File: config.mk
export PLATFORM = sky130hd
export DESIGN_NAME = crp16_boot_controller
export DESIGN_NICKNAME = d
export VERILOG_FILES = /design/src/rtl/crp16_boot_controller_pkg.sv /design/src/rtl/crp16_boot_controller_port_b_mux.sv /design/src/rtl/crp16_boot_controller.sv
export SDC_FILE = /design/constraint.sdc
export NUM_CORES = 1
export LEC_CHECK = 0
export ABC_CLOCK_PERIOD_IN_PS = 4600
export CORE_MARGIN = 5
export CORE_UTILIZATION = 30
export CTS_CLUSTER_SIZE = 20
export DETAILED_ROUTE_END_ITERATION = 6
export PLACE_DENSITY = 0.71
export SLEW_MARGIN = 30
export SYNTH_ARGS = -nofsm -noshare
export SYNTH_HDL_FRONTEND = slang
export SYNTH_SLANG_ARGS = --single-unit
File: constraint.sdc
create_clock -name clock -period 4.6 [get_ports clock]
set_clock_uncertainty 0.1 [all_clocks]
set_input_delay 0.92 -clock clock [delete_from_list [all_inputs] [get_ports clock]]
set_output_delay 0.92 -clock clock [all_outputs]
set_load 0.1 [all_outputs]
File: src/rtl/crp16_boot_controller_pkg.sv
// Shared types and constants for the crp16 boot controller: state encoding,
// the STOP instruction pattern and the post-release settle window.
package crp16_boot_controller_pkg;

  typedef enum logic [2:0] {
    ST_IDLE = 3'd0,
    ST_LOAD = 3'd1,
    ST_RUN  = 3'd2,
    ST_DUMP = 3'd3,
    ST_DONE = 3'd4
  } boot_state_t;

  localparam logic [15:0] HALT_INSTR = 16'h8000;
  localparam logic [31:0] RUN_SETTLE = 32'd3;

endpackage

File: src/rtl/crp16_boot_controller_port_b_mux.sv
// Combinational 2:1 select of RAM port B between the boot loader and the CPU.
module crp16_port_b_mux
  import crp16_boot_controller_pkg::*;
(
  input  logic        i_load_active,
  input  logic [15:0] i_ctl_address,
  input  logic [15:0] i_ctl_data,
  input  logic        i_ctl_wren,
  input  logic [15:0] i_cpu_address,
  input  logic [15:0] i_cpu_data,
  input  logic        i_cpu_wren,
  output logic [15:0] o_ram_address,
  output logic [15:0] o_ram_data,
  output logic        o_ram_wren
);

  assign o_ram_address = i_load_active ? i_ctl_address : i_cpu_address;
  assign o_ram_data    = i_load_active ? i_ctl_data    : i_cpu_data;
  assign o_ram_wren    = i_load_active ? i_ctl_wren    : i_cpu_wren;

endmodule

File: src/rtl/crp16_boot_controller.sv
// Host-side sequencer for a crp16_datapath run: load image, run to STOP, dump registers.
// Optional run watchdog enabled by defining CRP16_BOOT_WATCHDOG_EN.
module crp16_boot_controller
  import crp16_boot_controller_pkg::*;
#(
  parameter logic [15:0] LOAD_BASE  = 16'h0000,
  parameter int          NUM_REGS   = 8,
  parameter logic [31:0] WDT_CYCLES = 32'd1000000
) (
  input  logic        clock,
  input  logic        reset,
  input  logic        start,
  input  logic        abort,
  input  logic [15:0] load_len,
  input  logic        in_valid,
  input  logic [15:0] in_data,
  output logic        in_ready,
  output logic        out_valid,
  output logic [15:0] out_data,
  input  logic        out_ready,
  output logic        cpu_reset,
  input  logic [15:0] cpu_address_b,
  input  logic [15:0] cpu_data_b,
  input  logic        cpu_wren_b,
  output logic [15:0] ram_address_b,
  output logic [15:0] ram_data_b,
  output logic        ram_wren_b,
  input  logic [15:0] instr_view,
  output logic [2:0]  reg_sel,
  input  logic [15:0] reg_view,
  output logic        busy,
  output logic        done,
  output logic        timed_out,
  output logic [31:0] run_cycles
);

`ifdef CRP16_BOOT_WATCHDOG_EN
  localparam bit WDT_EN = 1'b1;
`else
  localparam bit WDT_EN = 1'b0;
`endif

  localparam logic [2:0] LAST_REG = 3'(NUM_REGS - 1);

  boot_state_t r_state;
  logic        r_cpu_reset;
  logic        r_in_ready;
  logic        r_out_valid;
  logic [2:0]  r_reg_sel;
  logic        r_busy;
  logic        r_done;
  logic        r_timed_out;
  logic [31:0] r_run_cycles;
  logic [15:0] r_cnt;
  logic [15:0] r_len;

  logic        w_load_active;
  logic        w_load_wr;
  logic        w_halt_seen;
  logic        w_wdt_hit;

  assign w_load_active = (r_state == ST_LOAD);
  // A handshake coinciding with abort or reset never reaches the RAM.
  assign w_load_wr     = w_load_active & in_valid & ~abort & ~reset;
  assign w_halt_seen   = (r_run_cycles >= RUN_SETTLE) && (instr_view == HALT_INSTR);
  assign w_wdt_hit     = WDT_EN && (r_run_cycles >= (WDT_CYCLES - 32'd1));

  crp16_port_b_mux u_port_b_mux (
    .i_load_active (w_load_active),
    .i_ctl_address (LOAD_BASE + r_cnt),
    .i_ctl_data    (in_data),
    .i_ctl_wren    (w_load_wr),
    .i_cpu_address (cpu_address_b),
    .i_cpu_data    (cpu_data_b),
    .i_cpu_wren    (cpu_wren_b),
    .o_ram_address (ram_address_b),
    .o_ram_data    (ram_data_b),
    .o_ram_wren    (ram_wren_b)
  );

  always_ff @(posedge clock) begin
    if (reset) begin
      r_state      <= ST_IDLE;
      r_cpu_reset  <= 1'b1;
      r_in_ready   <= 1'b0;
      r_out_valid  <= 1'b0;
      r_reg_sel    <= 3'd0;
      r_busy       <= 1'b0;
      r_done       <= 1'b0;
      r_timed_out  <= 1'b0;
      r_run_cycles <= 32'd0;
      r_cnt        <= 16'd0;
    end else if (abort) begin
      r_state     <= ST_IDLE;
      r_cpu_reset <= 1'b1;
      r_in_ready  <= 1'b0;
      r_out_valid <= 1'b0;
      r_busy      <= 1'b0;
      r_done      <= 1'b0;
      r_timed_out <= 1'b0;
    end else begin
      case (r_state)
        ST_IDLE, ST_DONE: begin
          if (start) begin
            r_run_cycles <= 32'd0;
            r_timed_out  <= 1'b0;
            r_done       <= 1'b0;
            r_busy       <= 1'b1;
            r_cnt        <= 16'd0;
            r_len        <= load_len;
            r_reg_sel    <= 3'd0;
            if (load_len != 16'd0) begin
              r_state     <= ST_LOAD;
              r_cpu_reset <= 1'b1;
              r_in_ready  <= 1'b1;
            end else begin
              r_state     <= ST_RUN;
              r_cpu_reset <= 1'b0;
            end
          end
        end
        ST_LOAD: begin
          if (in_valid) begin
            r_cnt <= r_cnt + 16'd1;
            if (r_cnt == r_len - 16'd1) begin
              r_state     <= ST_RUN;
              r_in_ready  <= 1'b0;
              r_cpu_reset <= 1'b0;
            end
          end
        end
        ST_RUN: begin
          if (r_run_cycles != 32'hFFFF_FFFF) r_run_cycles <= r_run_cycles + 32'd1;
          if (w_halt_seen) begin
            r_state     <= ST_DUMP;
            r_out_valid <= 1'b1;
            r_reg_sel   <= 3'd0;
          end else if (w_wdt_hit) begin
            r_state     <= ST_DONE;
            r_timed_out <= 1'b1;
            r_done      <= 1'b1;
            r_busy      <= 1'b0;
            r_cpu_reset <= 1'b1;
          end
        end
        ST_DUMP: begin
          if (out_ready) begin
            r_reg_sel <= r_reg_sel + 3'd1;
            if (r_reg_sel == LAST_REG) begin
              r_state     <= ST_DONE;
              r_out_valid <= 1'b0;
              r_done      <= 1'b1;
              r_busy      <= 1'b0;
            end
          end
        end
        default: r_state <= ST_IDLE;
      endcase
    end
  end

  assign cpu_reset  = r_cpu_reset;
  assign in_ready   = r_in_ready;
  assign out_valid  = r_out_valid;
  assign out_data   = reg_view;
  assign reg_sel    = r_reg_sel;
  assign busy       = r_busy;
  assign done       = r_done;
  assign timed_out  = r_timed_out;
  assign run_cycles = r_run_cycles;

endmodule

-- Word-level counts from Yosys, hierarchy flattened
Cells that the tools add are included.
- bitwise operators: 5
- equality and inequality tests: 16
- muxes and demuxes: 39
- $add $sub $neg: 4
- order comparisons: 1
- multiply operators: 0
- div/mod/pow operators: 0
- shifts and indexed selects: 0
- reduce and logical (&&, ||, !) cells: 19
- operator list (cell ; count):
    16-bit two-way mux ; 4
    32-bit two-way mux ; 2
    32-bit one-hot mux with 2 select lines ; 1
    32-bit by 1-bit adder with 32-bit output (second input constant) ; 1
    32-bit by 2-bit >= comparator with 1-bit output (second input constant) ; 1
    32-bit inequality test (second input constant) ; 1
    16-bit one-hot mux with 2 select lines ; 1
    3-bit two-way mux ; 9
    4-bit AND reduction ; 6
    16-bit by 1-bit adder with 16-bit output (second input constant) ; 1
    16-bit == test ; 1
    16-bit == test (second input constant) ; 1
    2-bit inequality test (second input constant) ; 8
    16-bit nonzero test ; 1
    16-bit by 1-bit subtractor with 16-bit output (second input constant) ; 1
    1-bit two-way mux ; 14
    3-bit one-hot mux with 4 select lines ; 1
    1-bit one-hot mux with 2 select lines ; 5
    5-bit AND reduction ; 2
    3-bit one-hot mux with 3 select lines ; 1
    2-bit nonzero test ; 4
    3-bit by 2-bit == test with 1-bit output (second input constant) ; 2
    3-bit == test (second input constant) ; 2
    6-bit AND reduction ; 1
    9 further kinds ; 13
- RAM bits: 0
- bits in read-only memories: 0
- latch bits: 0
- memories: 0
- bits in registers: 75
- word-level logic and storage cells: 94
- input port bits: 103

-- Depth between registers and ports, before layout
- depth in word-level cells: 5
- gate-level depth with buffers: 9
- gate-level depth less buffers: 9

-- Hierarchy
Synthesis repeated with hierarchy kept, for this count alone.
- cells, all modules: 501
- area, all modules: 4608.2 sq um
- modules (own cells, without submodules) (module ; area an instance (sq um) ; times used ; sequential area each (sq um) ; cells an instance):
    crp16_boot_controller ; 4052.6 ; 1 ; 1661.6 ; 464
    crp16_port_b_mux ; 555.5 ; 1 ; 0.0 ; 37

-- Least setup slack after synthesis
No wires, ideal clock.
- kind: flip-flop to output port
- from: register, netlist name reg_sel[0]
- to: output ram_wren_b
- setup slack: 0.752 ns
- cell stages (with the launch flop): 8
- data arrival time: 2.828 ns
- buffers on the path: 0
- data required time: 3.580 ns
- cell sequence: dfxtp_1 > ha_1 > ha_1 > nand2_1 > a21oi_1 > o32ai_1 > nor3_1 > o2bb2ai_1
- RTL lines (what ; line ; source):
    to (decl) ; crp16_boot_controller.sv:27 ; output logic ram_wren_b,

==> out/summary.md <==
The run finished with clean final reports. TritonCTS built the clock tree. The tools report the via count of the first global-routing pass as 4258. The initial antenna violation count came out at 0. The run gives 2.71 ns as the worst endpoint data arrival time.

Yosys printed 0 warnings. In this run the power density over the cells is 296 nW/µm². The analysis attributes to cell leakage a power of 0.00220 µW. After the last flow step, the layout net total stands at 747.

The worst-case clock buffer depth is 2. Compared with the post-synthesis result, the final layout area differs by 43.5%. The cell sitting at the root of the clock tree is a sky130_fd_sc_hd__clkbuf_16.

For this configuration, the core starts out at a cell density of 30.5%. The register area share after synthesis came out at 37.5%. The worst setup path is captured at a primary output. The total of flip-flops plus latches after synthesis was 75. The floorplan step defined a die boundary enclosing 17300 µm². Measured along the y axis, the die boundary spans 132 µm. The completed layout was analyzed and its total power is 1890 µW. Counting flops with a built-in enable in the synthesized netlist gives 16.

Synthesis handed over a netlist of 501 instances. The required time of the worst setup path is 3.58 ns. The count of buffers added by post-CTS timing repair for setup was 0. After synthesis, the share of flip-flops with an asynchronous set or reset is 0%.

The path category of the worst min-delay check was reg2reg. For the post-synth design cell area, the log shows 4440 µm². Wires add up to 13600 µm.

Cells fill 43.8% of the core in the end. The count of cells along the worst register-to-register path came out at 9. The most used flip-flop cell after synthesis is sky130_fd_sc_hd__dfxtp_1. The repair_antennas step left the layout with diodes totalling 0. For this run, the detailed router's first-pass iteration total came to 4.

Detailed placement finished with a half-perimeter wire length of 10400 µm. The number of max-slew violations in the final report is 0, and the number of placement rows is 44. The setup-violating endpoint count in the final report was 0. Traced cell by cell, the critical path runs through clkdlybuf4s50_1 -> nand2_1 -> a21oi_1 -> o32ai_1 -> nor3_1 -> o2bb2ai_1 -> buf_4. The classification of the worst setup path is in2out. The weighted congestion at the end of routability-driven global placement came out at 0.896. Number of endpoints with negative hold slack in the final report: 0. The worst-margin pin slew was 1.02 ns. The post-route netlist has 15.1% of its cells at a drive strength greater than 1. Counting distinct cell types in the post-synthesis netlist gives 57. The largest fanout on the critical path works out to 5.

Counting the fill cells in the layout gives 1434. Stage delay of the slowest cell on the critical path: 0.48 ns. Setup repair after global routing left no endpoint under its margin. The core region is 14500 µm².

The tools report the post-cts gate resize count as 0. In the final routed layout, each cell accounts on average for 16.4 µm. Dividing the final minimum period by the clock period gives 81.2%. Leaving out fill and tap cells, the most frequent cells in the layout are sky130_fd_sc_hd__clkdlybuf4s50_1, sky130_fd_sc_hd__nor2_1, sky130_fd_sc_hd__dfxtp_1.

The ratio of routed vias to standard cells is 5.12. The clock latency reported for the late side of the worst-skew pair is 0.34 ns. The sum of negative setup slack was 0 ns. The TritonCTS sink count came out at 75. The worst hold path was traced through 2 stages.

The number of ports placed on the die boundary came out at 193. The net count after synthesis is 609. After synthesis, the mean cell area works out to 8.85 µm².

The total congestion overflow after global routing is 0. Entering global routing, the biggest net connects 35 pins. The logs give 0 for the number of max-cap violations and 9 for the number of buffers created by CTS.

The total of buffers placed on input and output ports was 159. The detail route stage leaves a number of antenna-violating nets equal to 0. The final route contains 4239 vias. The largest individual stage delay along the critical path comes from the cell sky130_fd_sc_hd__clkdlybuf4s50_1.

The clock period minus worst slack was 3.73 ns; the die extent in x was 132 µm. The tools report the total routing resource utilization after global routing as 15.0%. For the number of hold buffers added after cts, the log shows 0.

STA classifies the critical path startpoint as a primary input. The worst slew margin relative to its limit is 31.9%, and the first-pass GRT wire length is 21600 µm. The DRC violation count after routing is 0. Clock-pin slew was measured on the worst setup and hold paths at 0.05 ns. For this run, the top clock speed supported by timing is 268 MHz. IR analysis of the VDD net gives a maximum drop of 0.169 mV. Most common cell after layout, fill and taps aside: sky130_fd_sc_hd__clkdlybuf4s50_1.

After the first detailed-routing iteration, the DRC count stood at 219. The clock tree synthesis step divided the H-tree into 3 levels.
[metal layers]
metal,up-vias,track usage (%),wire length (µm)
met4,0,3.83,242
met5,-,0,0
met3,14,5.81,863
li1,2084,-,-
met1,2013,17.4,5740
met2,128,26.0,6720
[cells by family after synthesis]
kind of cell	Yosys count	share of synthesized area [%]
multiplexers	37	9.28
AO/OA/AOI/OAI	67	9.62
other	1	0.0845
flip-flops	75	37.5
buffers and inverters	42	4.99
XOR/XNOR	54	10.7
AND/OR/NAND/NOR	220	26.5
adder cells (fa/ha/maj)	5	1.41
[worst max-delay path: cells and delay by family]
family | cells | cell delay [ns]
buf+inv | 2 | 0.81
compound gates | 3 | 0.54
simple gates | 2 | 0.43
[synth_stat cells, drive strengths merged, types with 2 or more instances]
library cell  instances  area share, %
o21a                  2           0.34
nor4b                 2           0.39
nor3                 17            1.9
nor2b                 3           0.42
and4                  6            1.2
mux2i                 4           0.90
xor2                 31            6.1
o31ai                 3           0.51
nor3b                 3           0.51
nand4                20            2.8
nand2b                7           0.99
a211oi                2           0.56
a31oi                 2           0.28
or3                  11            1.7
ha                    5            1.4
nor4                 18            2.5
xnor2                23            4.5
dfxtp                59             27
nand2                29            2.5
mux2                 33            8.4
nor2                 64            5.4
nand3                16            1.8
buf                  17            2.9
a21oi                21            2.4
o211ai                3           0.51
inv                   7           0.59
and3                  8            1.1
nand3b                4           0.68
edfxtp               16             11
o21ai                21            2.5
clkbuf               18            1.5
nand4b                3           0.59
or4                   2           0.51
[metrics by stage]
| step | instance area, µm² | std cells | hold WS [ns] | worst slack, ns |
|---|---|---|---|---|
| global route | 6360 | 828 | 0.421 | 0.713 |
| floorplan | 4440 | 501 | 0.392 | 0.752 |
| detailed placement | 6030 | 811 | 0.387 | 0.898 |
| CTS | 6340 | 827 | 0.395 | 0.844 |
| global placement | 6010 | 810 | 0.378 | 0.948 |
| finish | 6360 | 828 | 0.393 | 0.865 |
[sequential cells by signal, indices dropped and copies added (netlist names)]
| name | count |
|---|---|
| r_cnt | 16 |
| in_ready | 1 |
| out_valid | 1 |
| r_state | 3 |
| run_cycles | 32 |
| reg_sel | 3 |
| done | 1 |
| cpu_reset | 1 |
| busy | 1 |
| r_len | 16 |
[where the power goes]
| group | internal (µW) | leakage (µW) | switching, µW |
|---|---|---|---|
| clock network | 454 | 0.000151 | 279 |
| registers | 681 | 0.000622 | 13.2 |
| logic | 155 | 0.00143 | 304 |
| total | 1290 | 0.00220 | 596 |
[path summary, 6_finish.rpt]
kind	endpoint	slack, ns	from
worst min-delay path	reg_sel[2]	0.39	reg_sel[2]
worst max register to register	cpu_reset	1.65	r_len[0]
worst min register to register	reg_sel[2]	0.39	reg_sel[2]
worst max-delay path	ram_wren_b	0.87	out_ready
[final cells by class]
type / instances / area [µm²] / area share (%)
clock buffers: 11 / 254 / 3.99
clock inverters: 5 / 60.1 / 0.944
inverters: 7 / 26.3 / 0.413
multi-input cells: 384 / 2570 / 40.4
flip-flops and latches: 75 / 1660 / 26.1
well taps: 184 / 230 / 3.62
repair buffers: 162 / 1560 / 24.5
(Power assumes the default switching activity.)
